<file path="config.mk">
export PLATFORM = sky130hd
export DESIGN_NAME = match_select_flat
export DESIGN_NICKNAME = d
export VERILOG_FILES = /design/src/rtl/match_pkg.sv /design/src/rtl/match_select_if.sv /design/src/rtl/match_cmp2.sv /design/src/rtl/match_select.sv /design/src/flat_wrapper.sv
export SDC_FILE = /design/constraint.sdc
export NUM_CORES = 1
export LEC_CHECK = 0
export ABC_AREA = 1
export CAP_MARGIN = 20
export CORE_MARGIN = 5
export CORE_UTILIZATION = 55
export CTS_BUF_LIST = sky130_fd_sc_hd__clkbuf_16
export CTS_CLUSTER_SIZE = 28
export DETAILED_ROUTE_END_ITERATION = 10
export PLACE_DENSITY = 0.87
export SLEW_MARGIN = 20
export SYNTH_ARGS = -nofsm -noshare
export SYNTH_HDL_FRONTEND = slang
export SYNTH_HIERARCHICAL = 1
export SYNTH_SLANG_ARGS = --single-unit
</file>
<file path="constraint.sdc">
create_clock -name clk -period 4.6 [get_ports clk]
set_input_delay 0.46 -clock clk [delete_from_list [all_inputs] [get_ports clk]]
set_output_delay 0.46 -clock clk [all_outputs]
set_load 0.05 [all_outputs]
</file>
<file path="src/rtl/match_pkg.sv">
// Shared widths and FSM state encoding for the match_select search block.
package match_pkg;

    localparam int RESULT_W = 18;
    localparam int PLACE_W  = 8;
    localparam int CNT_W    = 9;

    typedef enum logic [1:0] {
        IDLE    = 2'd0,
        COLLECT = 2'd1,
        REPORT  = 2'd2
    } state_t;

endpackage

</file>
<file path="src/rtl/match_select_if.sv">
// Sample stream in, best/second-best search result out.
interface match_select_if;
    import match_pkg::*;

    logic                startsig;
    logic                valid;
    logic [RESULT_W-1:0] result;
    logic [PLACE_W-1:0]  place;

    logic                busy;
    logic                done;
    logic [PLACE_W-1:0]  best_place;
    logic [RESULT_W-1:0] best_result;
    logic [RESULT_W-1:0] second_result;
    logic [RESULT_W-1:0] margin;
    logic                conf;

    // The search block is the slave; whoever feeds samples is the master.
    modport master (
        output startsig, valid, result, place,
        input  busy, done, best_place, best_result, second_result, margin, conf
    );

    modport slave (
        input  startsig, valid, result, place,
        output busy, done, best_place, best_result, second_result, margin, conf
    );

endinterface

</file>
<file path="src/rtl/match_cmp2.sv">
// Combinational top-two update: folds one sample into the running best/second pair.
module match_cmp2
    import match_pkg::*;
(
    input  logic [RESULT_W-1:0] best,
    input  logic [RESULT_W-1:0] second,
    input  logic [PLACE_W-1:0]  best_place,
    input  logic [RESULT_W-1:0] result,
    input  logic [PLACE_W-1:0]  place,
    output logic [RESULT_W-1:0] nxt_best,
    output logic [RESULT_W-1:0] nxt_second,
    output logic [PLACE_W-1:0]  nxt_best_place
);

    always_comb begin
        // NOTE: every output gets a default first so no path leaves it unassigned (no latch).
        nxt_best       = best;
        nxt_second     = second;
        nxt_best_place = best_place;
        // Strict '>' keeps the earliest of equal scores as best; a tie still lands in second.
        if (result > best) begin
            nxt_second     = best;
            nxt_best       = result;
            nxt_best_place = place;
        end else if (result > second) begin
            nxt_second = result;
        end
    end

endmodule

</file>
<file path="src/rtl/match_select.sv">
// Collects NCAND scored candidates, tracks best and second-best, and reports margin/confidence.
module match_select
    import match_pkg::*;
#(
    parameter int                  NCAND  = 32,
    parameter logic [RESULT_W-1:0] THRESH = 18'd64
) (
    input  logic           clk,
    input  logic           rst_n,
    match_select_if.slave  bus
);

    localparam logic [CNT_W-1:0] LAST_IDX = CNT_W'(NCAND - 1);

    state_t              state;
    logic [CNT_W-1:0]    cnt;
    logic [RESULT_W-1:0] best;
    logic [RESULT_W-1:0] second;
    logic [PLACE_W-1:0]  best_place;
    logic [RESULT_W-1:0] margin_q;
    logic                conf_q;
    logic                done_q;

    logic [RESULT_W-1:0] nxt_best;
    logic [RESULT_W-1:0] nxt_second;
    logic [PLACE_W-1:0]  nxt_best_place;
    logic [RESULT_W-1:0] nxt_margin;
    logic                accept;

    match_cmp2 u_cmp (
        .best           (best),
        .second         (second),
        .best_place     (best_place),
        .result         (bus.result),
        .place          (bus.place),
        .nxt_best       (nxt_best),
        .nxt_second     (nxt_second),
        .nxt_best_place (nxt_best_place)
    );

    // second never exceeds best, so this subtraction cannot wrap.
    assign nxt_margin = nxt_best - nxt_second;
    assign accept     = (state == COLLECT) && bus.valid && !bus.startsig;

    always_ff @(posedge clk or negedge rst_n) begin
        // NOTE: state is updated with non-blocking assignments only, so every read sees pre-edge values.
        if (!rst_n) begin
            state      <= IDLE;
            cnt        <= '0;
            best       <= '0;
            second     <= '0;
            best_place <= '0;
            margin_q   <= '0;
            conf_q     <= 1'b0;
            done_q     <= 1'b0;
        end else begin
            done_q <= 1'b0;
            if (bus.startsig) begin
                // A start in any state clears the search; done already showing in REPORT is unaffected.
                state      <= COLLECT;
                cnt        <= '0;
                best       <= '0;
                second     <= '0;
                best_place <= '0;
                margin_q   <= '0;
                conf_q     <= 1'b0;
            end else begin
                case (state)
                    IDLE: state <= IDLE;
                    COLLECT: begin
                        if (accept) begin
                            best       <= nxt_best;
                            second     <= nxt_second;
                            best_place <= nxt_best_place;
                            cnt        <= cnt + CNT_W'(1);
                            if (cnt == LAST_IDX) begin
                                state    <= REPORT;
                                done_q   <= 1'b1;
                                margin_q <= nxt_margin;
                                conf_q   <= (nxt_margin >= THRESH);
                            end
                        end
                    end
                    REPORT:  state <= IDLE;
                    default: state <= IDLE;
                endcase
            end
        end
    end

    assign bus.busy          = (state == COLLECT);
    assign bus.done          = done_q;
    assign bus.best_place    = best_place;
    assign bus.best_result   = best;
    assign bus.second_result = second;
    assign bus.margin        = margin_q;
    assign bus.conf          = conf_q;

endmodule

</file>
<file path="src/flat_wrapper.sv">
// flat-port wrapper written by rule: the top's interface ports become plain ports
module match_select_flat import match_pkg::*;
#(
    parameter int                  NCAND  = 32,
    parameter logic [RESULT_W-1:0] THRESH = 18'd64
)
  (clk, rst_n, bus_startsig, bus_valid, bus_result, bus_place, bus_busy, bus_done, bus_best_place, bus_best_result, bus_second_result, bus_margin, bus_conf);
  match_select_if bus_i ();
  input  logic clk;
  input  logic rst_n;
  input wire logic [$bits(bus_i.startsig)-1:0] bus_startsig;
  input wire logic [$bits(bus_i.valid)-1:0] bus_valid;
  input wire logic [$bits(bus_i.result)-1:0] bus_result;
  input wire logic [$bits(bus_i.place)-1:0] bus_place;
  output wire logic [$bits(bus_i.busy)-1:0] bus_busy;
  output wire logic [$bits(bus_i.done)-1:0] bus_done;
  output wire logic [$bits(bus_i.best_place)-1:0] bus_best_place;
  output wire logic [$bits(bus_i.best_result)-1:0] bus_best_result;
  output wire logic [$bits(bus_i.second_result)-1:0] bus_second_result;
  output wire logic [$bits(bus_i.margin)-1:0] bus_margin;
  output wire logic [$bits(bus_i.conf)-1:0] bus_conf;
  assign bus_i.startsig = bus_startsig;
  assign bus_i.valid = bus_valid;
  assign bus_i.result = bus_result;
  assign bus_i.place = bus_place;
  assign bus_busy = bus_i.busy;
  assign bus_done = bus_i.done;
  assign bus_best_place = bus_i.best_place;
  assign bus_best_result = bus_i.best_result;
  assign bus_second_result = bus_i.second_result;
  assign bus_margin = bus_i.margin;
  assign bus_conf = bus_i.conf;
  match_select #(.NCAND(NCAND), .THRESH(THRESH)) u_core (.clk(clk), .rst_n(rst_n), .bus(bus_i));
endmodule
</file>
==> impl_metrics.env <==
export IMPL_outcome="finished, final reports clean"
export IMPL_crit_arrival_ns=4.12
export IMPL_irDropWorstVdd_v=0.0002386
export IMPL_clk_latency_ns=0.33
export IMPL_num_antenna_cells=0
export IMPL_crit_path_end_kind="flop"
export IMPL_layout_drive_gt1_share=0.1087
export IMPL_fin_nets=1046
export IMPL_drc=0
export IMPL_period_share=0.8476
export IMPL_start_util=0.5641
export IMPL_synth_net_count=964
export IMPL_portBuffers=94
export IMPL_globalplace_congestion=0.8925
export IMPL_synth_common_cells="nand2_1 (278), inv_1 (117), nand3_1 (89)"
export IMPL_crit_fanout=26
export IMPL_synthTopCellsByArea="dfrtp_1 (30%), nand2_1 (17%), ha_1 (11%), nand3_1 (7.2%), inv_1 (7.1%)"
export IMPL_cts_sinks=75
export IMPL_path_common_cell="nand2_1"
export IMPL_synth_top_cell_by_area="dfrtp_1"
export IMPL_drv_cap=0
export IMPL_stdcell_area_sq_mm=0.007420
export IMPL_cts_resized=0
export IMPL_hold_path_class="primary input to async pin"
export IMPL_hold_viol=0
export IMPL_syn_area_sq_mm=0.006168
export IMPL_synth_xor_area_frac=0.01136
export IMPL_dp_cells=1090
export IMPL_synth_seq_cells=75
export IMPL_dieWidth_microns=115.9
export IMPL_synth_top_family_by_area="simple AND/OR/NAND/NOR gates"
export IMPL_leakage_nw=3.699
export IMPL_fin_hold_ws_ns=0.2693
export IMPL_top_level_ports=95
export IMPL_maxSlewHeadroom=0.3612
export IMPL_synth_top_cell_area_share=0.3043
export IMPL_drv_slew=0
export IMPL_ctsLongestPathBuffers=2
export IMPL_fin_setup_tns_ns=0
export IMPL_synthArstFlopShare=1.000
export IMPL_ant_nets=0
export IMPL_fillers=918
export IMPL_synth_edf_count=0
export IMPL_row_count=38
export IMPL_clkTransAtPathRegs_ns=0.07
export IMPL_ctsHtreeMaxLevel=3
export IMPL_synthFlopType="dfrtp_1"
export IMPL_syn_inst=879
export IMPL_via_count=6101
export IMPL_finalWorstPathRequiredPeriod_ns=3.899
export IMPL_power_mw=2.616
export IMPL_fin_ws_ns=0.7009
export IMPL_synth_compound_area_frac=0.08803
export IMPL_path_delay_family="simple AND/OR/NAND/NOR gates"
export IMPL_power_density_mw_per_mm2=352.6
export IMPL_synth_warnings=6
export IMPL_worst_slew_pin_slew_ns=0.9582
export IMPL_post_cts_buffers=0
export IMPL_root_buffer="clkbuf_16"
export IMPL_routed_wl_mm=16.62
export IMPL_grt_pass1_vias=5744
export IMPL_preCtsSetupSlack_ns=0.3915
export IMPL_yosysSeqAreaShare=0.3043
export IMPL_syn2layout_area_growth_pct=20.28
export IMPL_synth_fa_ha_area_frac=0.1128
export IMPL_first_pass_iters=5
export IMPL_die_height_microns=115.9
export IMPL_crit_path_top_delay_cell="clkdlybuf4s50_1"
export IMPL_synth_mux_area_frac=0
export IMPL_grt_pass1_wl_mm=27.36
export IMPL_dpl_cell_area_sq_mm=0.007126
export IMPL_yosys_area_share_simple=0.3720
export IMPL_cp_data_required_time_ns=4.82
export IMPL_coreArea_sq_mm=0.01094
export IMPL_overflow=0
export IMPL_cts_tree="yes"
export IMPL_synth_cell_types=45
export IMPL_avgRoutedWirePerCell_microns=15.02
export IMPL_cts_hold_buf=0
export IMPL_cp_start_kind="primary input"
export IMPL_path_buf_inv=4
export IMPL_drtIter0Drc=621
export IMPL_cpPeakStageDelay_ns=0.53
export IMPL_setup_viol=0
export IMPL_via_per_inst=5.516
export IMPL_antenna_found_initial=0
export IMPL_yosysMostFrequentCell="nand2_1"
export IMPL_grt_start_max_net_pins=76
export IMPL_rsz0062_at_grt="no"
export IMPL_grt_usage=0.2516
export IMPL_skew_ns=0.009509
export IMPL_synth_avg_cell_area_sq_um=7.018
export IMPL_fmax_mhz=256.5
export IMPL_place_hpwl_mm=12.09
export IMPL_crit_type="primary input to flop"
export IMPL_fin_util=0.6785
export IMPL_die_area_sq_mm=0.01343
export IMPL_instances_no_fill=1106
export IMPL_cts_buffers=9
[per-layer routing]
layer	vias to the layer above	GRT usage	share of wire
li1	2965	-	-
met1	2815	0.3290	0.41
met2	283	0.4204	0.48
met3	38	0.03342	0.077
met4	0	0.1052	0.028
met5	-	0	0
[where the power goes]
part	switching [mW]	total (mW)	internal [mW]	leakage, nW
sequential	0.0433	0.739	0.695	1.02
combinational	0.782	1.18	0.393	2.53
clock	0.284	0.703	0.418	0.143
total	1.11	2.62	1.51	3.70
[flip-flops by register name (all words and copies together), names as in the netlist]
name / flops
u_core/bus.second_result: 18
u_core/bus.best_place: 8
u_core/cnt: 9
u_core/bus.conf: 1
u_core/state: 2
u_core/bus.done: 1
u_core/bus.margin: 18
u_core/bus.best_result: 18
[worst paths after layout]
kind | from | to | slack [ns] | cells after the start
min in group clk | u_core/bus.conf$_DFFE_PN0P_ | u_core/bus.conf$_DFFE_PN0P_ | 0.49 | 2
worst min-delay path | rst_n | u_core/bus.best_place[2]$_DFFE_PN0P_ | 0.27 | 1
worst min register to register | u_core/bus.conf$_DFFE_PN0P_ | u_core/bus.conf$_DFFE_PN0P_ | 0.49 | 2
worst max-delay path | bus_result[5] | u_core/bus.conf$_DFFE_PN0P_ | 0.70 | 30
max in group asynchronous | rst_n | u_core/bus.margin[6]$_DFFE_PN0P_ | 3.70 | 1
worst max register to register | u_core/bus.best_result[5]$_DFFE_PN0P_ | u_core/bus.conf$_DFFE_PN0P_ | 0.77 | 30
[worst register-to-register path, delay by kind of cell, from the launching register on]
family,cells,cell delay [ns]
and+or+nand+nor,22,1.77
buffers and inverters,4,0.41
adders and majority gates,3,0.89
AOI/OAI and AO/OA,1,0.16
DFF,1,0.47
[cells in the final DEF, fill, tap and decap left out, types with 2 or more instances in the layout]
master / instances
a21o_1: 4
a21oi_1: 24
a21oi_2: 4
buf_4: 4
clkbuf_16: 9
clkdlybuf4s50_1: 93
clkinv_1: 2
clkinv_2: 2
clkinv_4: 2
dfrtp_1: 75
ha_1: 54
inv_1: 117
inv_2: 10
nand2_1: 278
nand2_2: 32
nand2_8: 2
nand3_1: 89
nand3_2: 15
nand3b_1: 4
nand4_1: 5
nor2_1: 34
nor2_2: 8
nor2_4: 5
nor3_1: 5
nor3_2: 2
o21ai_0: 30
o21ai_1: 30
o21bai_1: 2
xnor2_1: 5
xor2_1: 3
[kinds of logic (layout without fill, tap and decap cells)]
| group | after synthesis | after routing |
|---|---|---|
| and+or+nand+nor | 486 | 486 |
| buffers and inverters | 156 | 243 |
| AOI/OAI and AO/OA | 99 | 99 |
| DFF | 75 | 75 |
| adders and majority gates | 55 | 55 |
| xor gates and xnor gates | 8 | 8 |
[layout make-up]
class | instances | area, sq um | share of cell area
Multi-Input combinational cell | 648 | 3606 | 0.4860
Sequential cell | 75 | 1877 | 0.2530
Timing Repair Buffer | 98 | 980.9 | 0.1322
Inverter | 129 | 486.7 | 0.06560
Clock buffer | 9 | 225.2 | 0.03035
Tap cell | 140 | 175.2 | 0.02361
Clock inverter | 7 | 68.82 | 0.009275
Power figures use the tool's default switching activity.
